<file path="src/rtl/xor_scheduler_if.sv">
// Bundles the requester-side and result-side signals of xor_scheduler.
//   req/in_data/in_valid/in_last : four requesters' request and word stream
//   in_ready/gnt                 : per-requester accept and one-hot grant
//   busy                         : scheduler not idle
//   res_data/res_id/res_valid    : completed XOR checksum and its owner
//   res_ready                    : result accept
//   res_parity                   : reduction XOR of res_data (XOR_SCHEDULER_PARITY_EN only)
// Modports: master = requesters/result consumer, slave = scheduler.
interface xor_scheduler_if #(
  parameter int unsigned WIDTH = 8
);
  logic [3:0]         req;
  logic [4*WIDTH-1:0] in_data;
  logic [3:0]         in_valid;
  logic [3:0]         in_last;
  logic [3:0]         in_ready;
  logic [3:0]         gnt;
  logic               busy;
  logic [WIDTH-1:0]   res_data;
  logic [1:0]         res_id;
  logic               res_valid;
  logic               res_ready;
`ifdef XOR_SCHEDULER_PARITY_EN
  logic               res_parity;
`endif

  modport master (
    output req, in_data, in_valid, in_last, res_ready,
    input  in_ready, gnt, busy, res_data, res_id, res_valid
`ifdef XOR_SCHEDULER_PARITY_EN
    , input res_parity
`endif
  );

  modport slave (
    input  req, in_data, in_valid, in_last, res_ready,
    output in_ready, gnt, busy, res_data, res_id, res_valid
`ifdef XOR_SCHEDULER_PARITY_EN
    , output res_parity
`endif
  );
endinterface

</file>
<file path="src/rtl/xor_scheduler.sv">
// Round-robin arbiter in front of a single shared XOR accumulator.
// A granted requester streams words until an in_last beat; the XOR of all
// words is presented as res_data/res_id and held until res_ready.
// Ports: clk, rst_n (async active-low), bus (xor_scheduler_if.slave).
// Optional: define XOR_SCHEDULER_PARITY_EN to add bus.res_parity.
module xor_scheduler #(
  parameter int unsigned WIDTH = 8
) (
  input  logic           clk,
  input  logic           rst_n,
  xor_scheduler_if.slave bus
);
  localparam int unsigned NREQ = 4;

  localparam logic [1:0] IDLE  = 2'd0;
  localparam logic [1:0] ACCUM = 2'd1;
  localparam logic [1:0] DONE  = 2'd2;

  logic [1:0]       state, state_nxt;
  logic [1:0]       ptr;
  logic [1:0]       gid;
  logic [NREQ-1:0]  gnt_q;
  logic [WIDTH-1:0] acc;
  logic [WIDTH-1:0] res_data_q;
  logic [1:0]       res_id_q;
  logic             res_valid_q;

  logic [1:0]       winner;
  logic [1:0]       cand;
  logic             found;
  logic [WIDTH-1:0] word;
  logic             beat;
  logic             last_beat;
  logic             res_accept;

  assign bus.gnt       = gnt_q;
  assign bus.in_ready  = gnt_q;  // gnt is zero outside ACCUM
  assign bus.busy      = (state != IDLE);
  assign bus.res_data  = res_data_q;
  assign bus.res_id    = res_id_q;
  assign bus.res_valid = res_valid_q;

  // State register
  always_ff @(posedge clk or negedge rst_n) begin
    if (!rst_n) state <= IDLE;
    else        state <= state_nxt;
  end

  // Arbitration, beat decode and next-state
  always_comb begin
    state_nxt  = state;
    winner     = ptr;
    cand       = ptr;
    found      = 1'b0;
    word       = bus.in_data[gid*WIDTH +: WIDTH];
    beat       = bus.in_valid[gid] & gnt_q[gid];
    last_beat  = beat & bus.in_last[gid];
    res_accept = res_valid_q & bus.res_ready;

    // search ptr+1, ptr+2, ptr+3, ptr (2-bit wrap)
    for (int k = 1; k <= int'(NREQ); k++) begin
      cand = ptr + 2'(k);
      if (!found && bus.req[cand]) begin
        found  = 1'b1;
        winner = cand;
      end
    end

    case (state)
      IDLE:    if (found)      state_nxt = ACCUM;
      ACCUM:   if (last_beat)  state_nxt = DONE;
      DONE:    if (res_accept) state_nxt = IDLE;
      default:                 state_nxt = IDLE;
    endcase
  end

  // Grant, accumulator and result registers
  always_ff @(posedge clk or negedge rst_n) begin
    if (!rst_n) begin
      ptr         <= 2'd3;
      gid         <= 2'd0;
      gnt_q       <= '0;
      acc         <= '0;
      res_data_q  <= '0;
      res_id_q    <= 2'd0;
      res_valid_q <= 1'b0;
    end else begin
      case (state)
        IDLE: begin
          if (found) begin
            gnt_q <= 4'b0001 << winner;
            gid   <= winner;
            acc   <= '0;
          end
        end
        ACCUM: begin
          if (beat) begin
            acc <= acc ^ word;
            if (last_beat) begin
              res_data_q  <= acc ^ word;
              res_id_q    <= gid;
              res_valid_q <= 1'b1;
              gnt_q       <= '0;
              ptr         <= gid;
            end
          end
        end
        DONE: begin
          if (res_accept) res_valid_q <= 1'b0;
        end
        default: ;
      endcase
    end
  end

`ifdef XOR_SCHEDULER_PARITY_EN
  logic res_parity_q;

  // Parity captured alongside res_data
  always_ff @(posedge clk or negedge rst_n) begin
    if (!rst_n)                          res_parity_q <= 1'b0;
    else if (state == ACCUM && last_beat) res_parity_q <= ^(acc ^ word);
  end

  assign bus.res_parity = res_parity_q;
`endif

endmodule

</file>
<file path="src/flat_wrapper.sv">
// flat-port wrapper written by rule: the top's interface ports become plain ports
module xor_scheduler_flat 
#(
  parameter int unsigned WIDTH = 8
)
  (clk, rst_n, bus_req, bus_in_data, bus_in_valid, bus_in_last, bus_res_ready, bus_in_ready, bus_gnt, bus_busy, bus_res_data, bus_res_id, bus_res_valid);
  xor_scheduler_if #(.WIDTH(WIDTH)) bus_i ();
  input  logic clk;
  input  logic rst_n;
  input wire logic [$bits(bus_i.req)-1:0] bus_req;
  input wire logic [$bits(bus_i.in_data)-1:0] bus_in_data;
  input wire logic [$bits(bus_i.in_valid)-1:0] bus_in_valid;
  input wire logic [$bits(bus_i.in_last)-1:0] bus_in_last;
  input wire logic [$bits(bus_i.res_ready)-1:0] bus_res_ready;
  output wire logic [$bits(bus_i.in_ready)-1:0] bus_in_ready;
  output wire logic [$bits(bus_i.gnt)-1:0] bus_gnt;
  output wire logic [$bits(bus_i.busy)-1:0] bus_busy;
  output wire logic [$bits(bus_i.res_data)-1:0] bus_res_data;
  output wire logic [$bits(bus_i.res_id)-1:0] bus_res_id;
  output wire logic [$bits(bus_i.res_valid)-1:0] bus_res_valid;
  assign bus_i.req = bus_req;
  assign bus_i.in_data = bus_in_data;
  assign bus_i.in_valid = bus_in_valid;
  assign bus_i.in_last = bus_in_last;
  assign bus_i.res_ready = bus_res_ready;
  assign bus_in_ready = bus_i.in_ready;
  assign bus_gnt = bus_i.gnt;
  assign bus_busy = bus_i.busy;
  assign bus_res_data = bus_i.res_data;
  assign bus_res_id = bus_i.res_id;
  assign bus_res_valid = bus_i.res_valid;
  xor_scheduler #(.WIDTH(WIDTH)) u_core (.clk(clk), .rst_n(rst_n), .bus(bus_i));
endmodule
</file>
<file path="config.mk">
export PLATFORM = sky130hd
export DESIGN_NAME = xor_scheduler_flat
export DESIGN_NICKNAME = d
export VERILOG_FILES = /design/src/rtl/xor_scheduler_if.sv /design/src/rtl/xor_scheduler.sv /design/src/flat_wrapper.sv
export SDC_FILE = /design/constraint.sdc
export NUM_CORES = 1
export LEC_CHECK = 0
export CORE_AREA = 2 2 56 85
export CTS_CLUSTER_DIAMETER = 40
export DETAILED_ROUTE_END_ITERATION = 8
export DIE_AREA = 0 0 58 87
export PLACE_DENSITY_LB_ADDON = 0.2
export SYNTH_ARGS = -nofsm -noshare
export SYNTH_HDL_FRONTEND = slang
export SYNTH_SLANG_ARGS = --single-unit
</file>
<file path="constraint.sdc">
create_clock -name clk -period 1.8 [get_ports clk]
set_input_delay 0.36 -clock clk [delete_from_list [all_inputs] [get_ports clk]]
set_output_delay 0.36 -clock clk [all_outputs]
set_load 0.005 [all_outputs]
</file>
== After elaboration in Yosys (flattened, before gate mapping) ==
Cells that the tools add are included.
Word-level totals
  register bits after elaboration: 29
Operators by class
  add/sub/neg operators: 3
  order comparisons: 5
  equal/unequal tests: 6
  shifts and indexed selects: 2
  muxes and demuxes: 37
  bitwise logic cells: 4
  reductions and logical operators: 16
Operator list (count)
  32-bit by 6-bit indexed part select with 8-bit output: 1
  8-bit two-way mux: 2
  8-bit case mux with 2 select lines: 1
  2-bit by 3-bit < comparator with 1-bit output, second input constant: 5
  1-bit binary-select mux with 2-bit select: 7
  1-bit two-way mux: 14
  2-bit two-way mux: 7
  4-bit two-way mux: 3
  3-bit AND reduction: 3
  2-bit by 1-bit != test with 1-bit output, second input constant: 4
  4-bit case mux with 2 select lines: 1
  4-bit AND reduction: 2
  8-bit bitwise XOR: 1
  2-bit case mux with 3 select lines: 1
  2-bit nonzero test: 3
  2-bit adder, second input constant: 2
  1-bit by 2-bit left shift with 4-bit output, first input constant: 1
  1-bit bitwise AND: 3
  1-bit logical AND: 3
  1-bit logical NOT: 3
  2-bit by 1-bit adder with 2-bit output, second input constant: 1
  2-bit by 1-bit == test with 1-bit output, second input constant: 1
  2-bit == test, second input constant: 1
  2-bit logical NOT: 1
  other kinds (2): 2

== Longest topological paths before layout ==
  word-level depth: 16
  depth in mapped cells: 7
  depth with buffers taken out: 4

== Least setup slack after synthesis ==
No wires, ideal clock.
  kind: reg-to-reg
  start point: register u_core.gid[0]
  end point: register u_core.res_data_q[4], in the netlist u_core.bus.res_data[4]
  library setup time: 0.125 ns
  arrival: 1.665 ns
  path slack: 0.010 ns
  cell stages (with the launch flop): 7
  path buffers: 3
  period minus slack after synthesis: 1.790 ns
  path through: dfrtp_1 > buf_6 > mux4_2 > and3_1 > buf_6 > buf_8 > mux2_4
On the way
  cells in the longest elaborated chain, start to end: 5
  elaborated cells between the ends (all ways): 11
  classes of those cells: shift (1); mux (6); bitwise (3); reduce/logical (1)
RTL lines
  start: declaration: line xor_scheduler.sv:21  | logic [1:0] gid;
  start signal: assignment: line xor_scheduler.sv:92  | gid <= winner;
  parallel branches: the longest is 5 deep, another holds 32-bit by 6-bit indexed part select with 8-bit output
  end signal: assignment: line xor_scheduler.sv:100  | res_data_q <= acc ^ word;
  end: declaration: line xor_scheduler.sv:24  | logic [WIDTH-1:0] res_data_q;
Several ways; the timed one is not identified. The select of a mux whose other input is x is not followed.
A chain may end at the register's enable or synchronous reset.

== Worst setup path in the final report ==
  start point: register u_core.state[0]
  end point: output bus_busy
On the way
  cells in the longest elaborated chain, start to end: 1
RTL lines
  start: declaration: line xor_scheduler.sv:19  | logic [1:0] state, state_nxt;
  start signal: assignment: line xor_scheduler.sv:46  | else state <= state_nxt;
  2-bit nonzero test: line xor_scheduler.sv:38  | assign bus.busy = (state != IDLE);
  end: declaration: line flat_wrapper.sv:17  | output wire logic [$bits(bus_i.busy)-1:0] bus_busy;
No other way between the ends.

==> results summary <==
After global routing the overflow that remains totals 0. The die extent in x came out at 58 um. The vertical extent of the die came out at 87 um.

The largest net degree at the start of global routing is 30. The maximum clock insertion buffer count came out at 2. The post-synthesis register bit count came out at 29. The critical path contains buffers and inverters numbering 2 combined. The overall via count from detail_route came out at 1304. The transition time at the pin with the least slew margin came out at 0.375 ns. The worst path uses 96.3% of the clock period. In the layout the commonest cells are clkdlybuf4s50_1, dfrtp_1, buf_4. The endpoint required time on the critical path came out at 1.44 ns. The number of buffers inserted for hold repair after clock tree synthesis is 0.

Traced cell by cell, the critical path runs through inv_2 > nand2_1 > clkdlybuf4s50_1. The number of rows created at floorplan came out at 30. Summed over its instances, the top area cell type makes up 42.5% of the synthesized netlist area. The flow ran to the end, and the final reports show no timing, DRC or antenna violations. The number of warnings reported in the yosys synthesis log is 0. The static power due to leakage came out at 1.04 nW. From synthesis to final layout, the design area changed by 57.8%.

Counting every net in the synthesized netlist gives 171. Setup violations remaining at the end of the flow were counted as 0. By area the synthesized netlist is led by dfrtp_1, mux4_2, mux2_2, a22o_1, xor2_1. In the routed layout, each cell is associated on average with a via count of 5.24. By startpoint and endpoint, the worst setup path is classified as flip-flop to primary output. Synthesis produced a netlist whose cell count is 124. The clock insertion delay at the later pin of the skew report is 0.28 ns. The post-synthesis sequential area ratio came out at 45.8%. The maximum achievable frequency is 577 MHz. The count of fill cells added during filler insertion is 386. In this run the number of H-tree levels came out at 2. The async set-reset flop share out of synthesis is 100%. The number of hold violations in the final report came out at 0. The standard cell core area is 4350 um2. The initial antenna violation count is 0. Adding up every negative setup slack in the final design gives 0 ns. The netlist area before placement is 1590 um2.

The number of maximum-capacitance violations came out at 0. The tree is rooted in a clkbuf_8. The wire length after detailed routing is 4080 um. The via count of the first global-routing pass came out at 1397.

Of all nets on the critical path, the largest fanout is 5. The floorplan step defined a die boundary enclosing 5050 um2. The DRC violation total after the first TritonRoute iteration came out at 12. The final critical path time including I/O delays and setup is 1.73 ns. The kind of cell adding the most delay to the critical path is buffers and inverters.

For this run, the leading register cell type out of synthesis is dfrtp_1. The worst IR drop on VDD came out at 935 uV. Counting every sink on the clock net gives 29. Leaving out fill and tap cells, the most frequent cell in the layout is clkdlybuf4s50_1. The count of buffers added on input and output ports is 66.

The cell type contributing the most total cell area after synthesis is dfrtp_1. Headroom to the max-slew limit came out at 74.8%. The depth of the most critical reg-to-reg path came out at 4. In this run the critical register-to-register path is launched from u_core.gid[0]. The arrival time reported for the critical path endpoint came out at 1.37 ns. In this run the worst setup path begins at u_core.state[0]. The cell with the largest stage delay on the worst path is clkdlybuf4s50_1. The startpoint type of the worst setup path is a flip-flop. The number of nets with antenna violations after routing is 0. The tightest hold path in the finished design has a slack of 0.472 ns. The overall routing resource usage is 17.7%. In this run the worst hold path is classified as input pin to asynchronous set/reset pin.

The final weighted congestion of routability-driven global placement is 0.727. The setup clock skew after layout came out at 0.00429 ns. The effective utilization at floorplan is 36.5%. Before antenna repair, the detailed router went through 4 iterations.

The per-instance average area after synthesis is 12.8 um2. The power per cell area came out at 1530 nW/um2. The synthesized design contains 0 enable-type register cells.

At the end of the flow the core is filled with cells to 57.6%. The delay of the slowest cell on the worst path is 0.49 ns. The CTS tree is built. The netlist uses 35 different library cells. The reg-to-reg setup timing slack is 0.09 ns. In this run the critical register-to-register path is captured at u_core.bus.res_data[1]. Clock-pin slew was measured on the worst setup and hold paths at 0.06 ns. STA classifies the critical path endpoint as a primary output. The net count reported at finish is 247. During I/O placement, the number of pins put on the boundary was 67. The count of inserted antenna diode cells is 0. The number of clock buffers added by TritonCTS is 5. Cells with a size suffix above 1 make up 25.9% of the layout. The HPWL after detailed placement came out at 3210 um.

The first global-routing pass estimated 6580 um of wire. The detailed-route DRC error count came out at 0. The max-slew violation total from the final report came out at 0. The routed length per instance is 16.4 um.

The total power draw is 3.83 mW.
[worst max path at each step]
stage,end,slack [ns],cells past startpoint
after global placement,u_core.acc[0],-0.30,5
final,bus_busy,0.07,3
after detailed placement,u_core.acc[0],-0.39,5
after CTS,u_core.bus.res_data[1],0.01,5
after floorplan,u_core.bus.res_data[4],0.01,6
after global routing,u_core.bus.res_data[3],-0.005,6
[worst reg2reg max path, cell delays in order (launching register included)]
cell and delay (ns):
dfrtp_2 0.42, buf_4 0.20, mux4_2 0.54, xor2_1 0.17, mux2_2 0.27
[per-stage QoR]
step	worst slack, ns	cells	cell area (um2)
4_1_cts	0.0118	248	2480
5_1_grt	-0.00513	249	2510
3_3_place_gp	-0.298	240	2350
6_report	0.0665	249	2510
2_1_floorplan	0.0101	124	1590
3_5_place_dp	-0.393	240	2350
[what timing repair did]
action | in CTS | in global routing
setup buffers | 0 | 1
setup endpoints to repair | 12 | 24
resized for setup | 3 | 5
pin swaps | 0 | 1
[layout make-up]
type	count	area [um2]	area share [%]
timing repair buffer	79	783	31.2
tap	48	60.1	2.39
sequential	29	729	29.1
multi-input combinational	82	792	31.6
clock buffer	5	68.8	2.74
clock inverter	3	65.1	2.59
inverter	3	11.3	0.449
[metal layers]
metal / up-vias / GRT usage [%] / wire length, um
li1: 626 / - / -
met1: 641 / 18.9 / 1430
met2: 31 / 32.1 / 2370
met3: 6 / 4.90 / 209
met4: 0 / 6.98 / 66
met5: - / 0 / 0
[synthesized netlist by cell type, types with 3 or more instances]
cell type	number
a21oi_1	3
a22o_1	8
buf_4	4
dfrtp_1	27
inv_1	3
mux2_2	8
mux2_4	4
mux4_2	9
nand2_1	10
nand2b_1	4
o21ai_0	4
o32ai_1	4
xor2_1	8
[logic make-up after synthesis]
logic type	share of synthesized area, %
DFF	45.8
xor gates and xnor gates	4.41
muxes	22.2
and+or+nand+nor	9.36
buffers and inverters	5.74
AOI/OAI and AO/OA	12.5
[registers in the layout, summed over array words and instances, names as in the netlist]
signal	flops
u_core.gid	2
u_core.bus.gnt	4
u_core.bus.res_id	2
u_core.ptr	2
u_core.acc	8
u_core.state	2
u_core.bus.res_data	8
u_core.bus.res_valid	1
[report_power, final]
part           switching [mW]  internal [mW]  leakage [nW]  total (mW)
sequential              0.225          0.941         0.358        1.17
combinational           0.716           1.14         0.615        1.86
clock                   0.255          0.549        0.0681       0.805
total                    1.20           2.63          1.04        3.83
(Power assumes the default switching activity.)
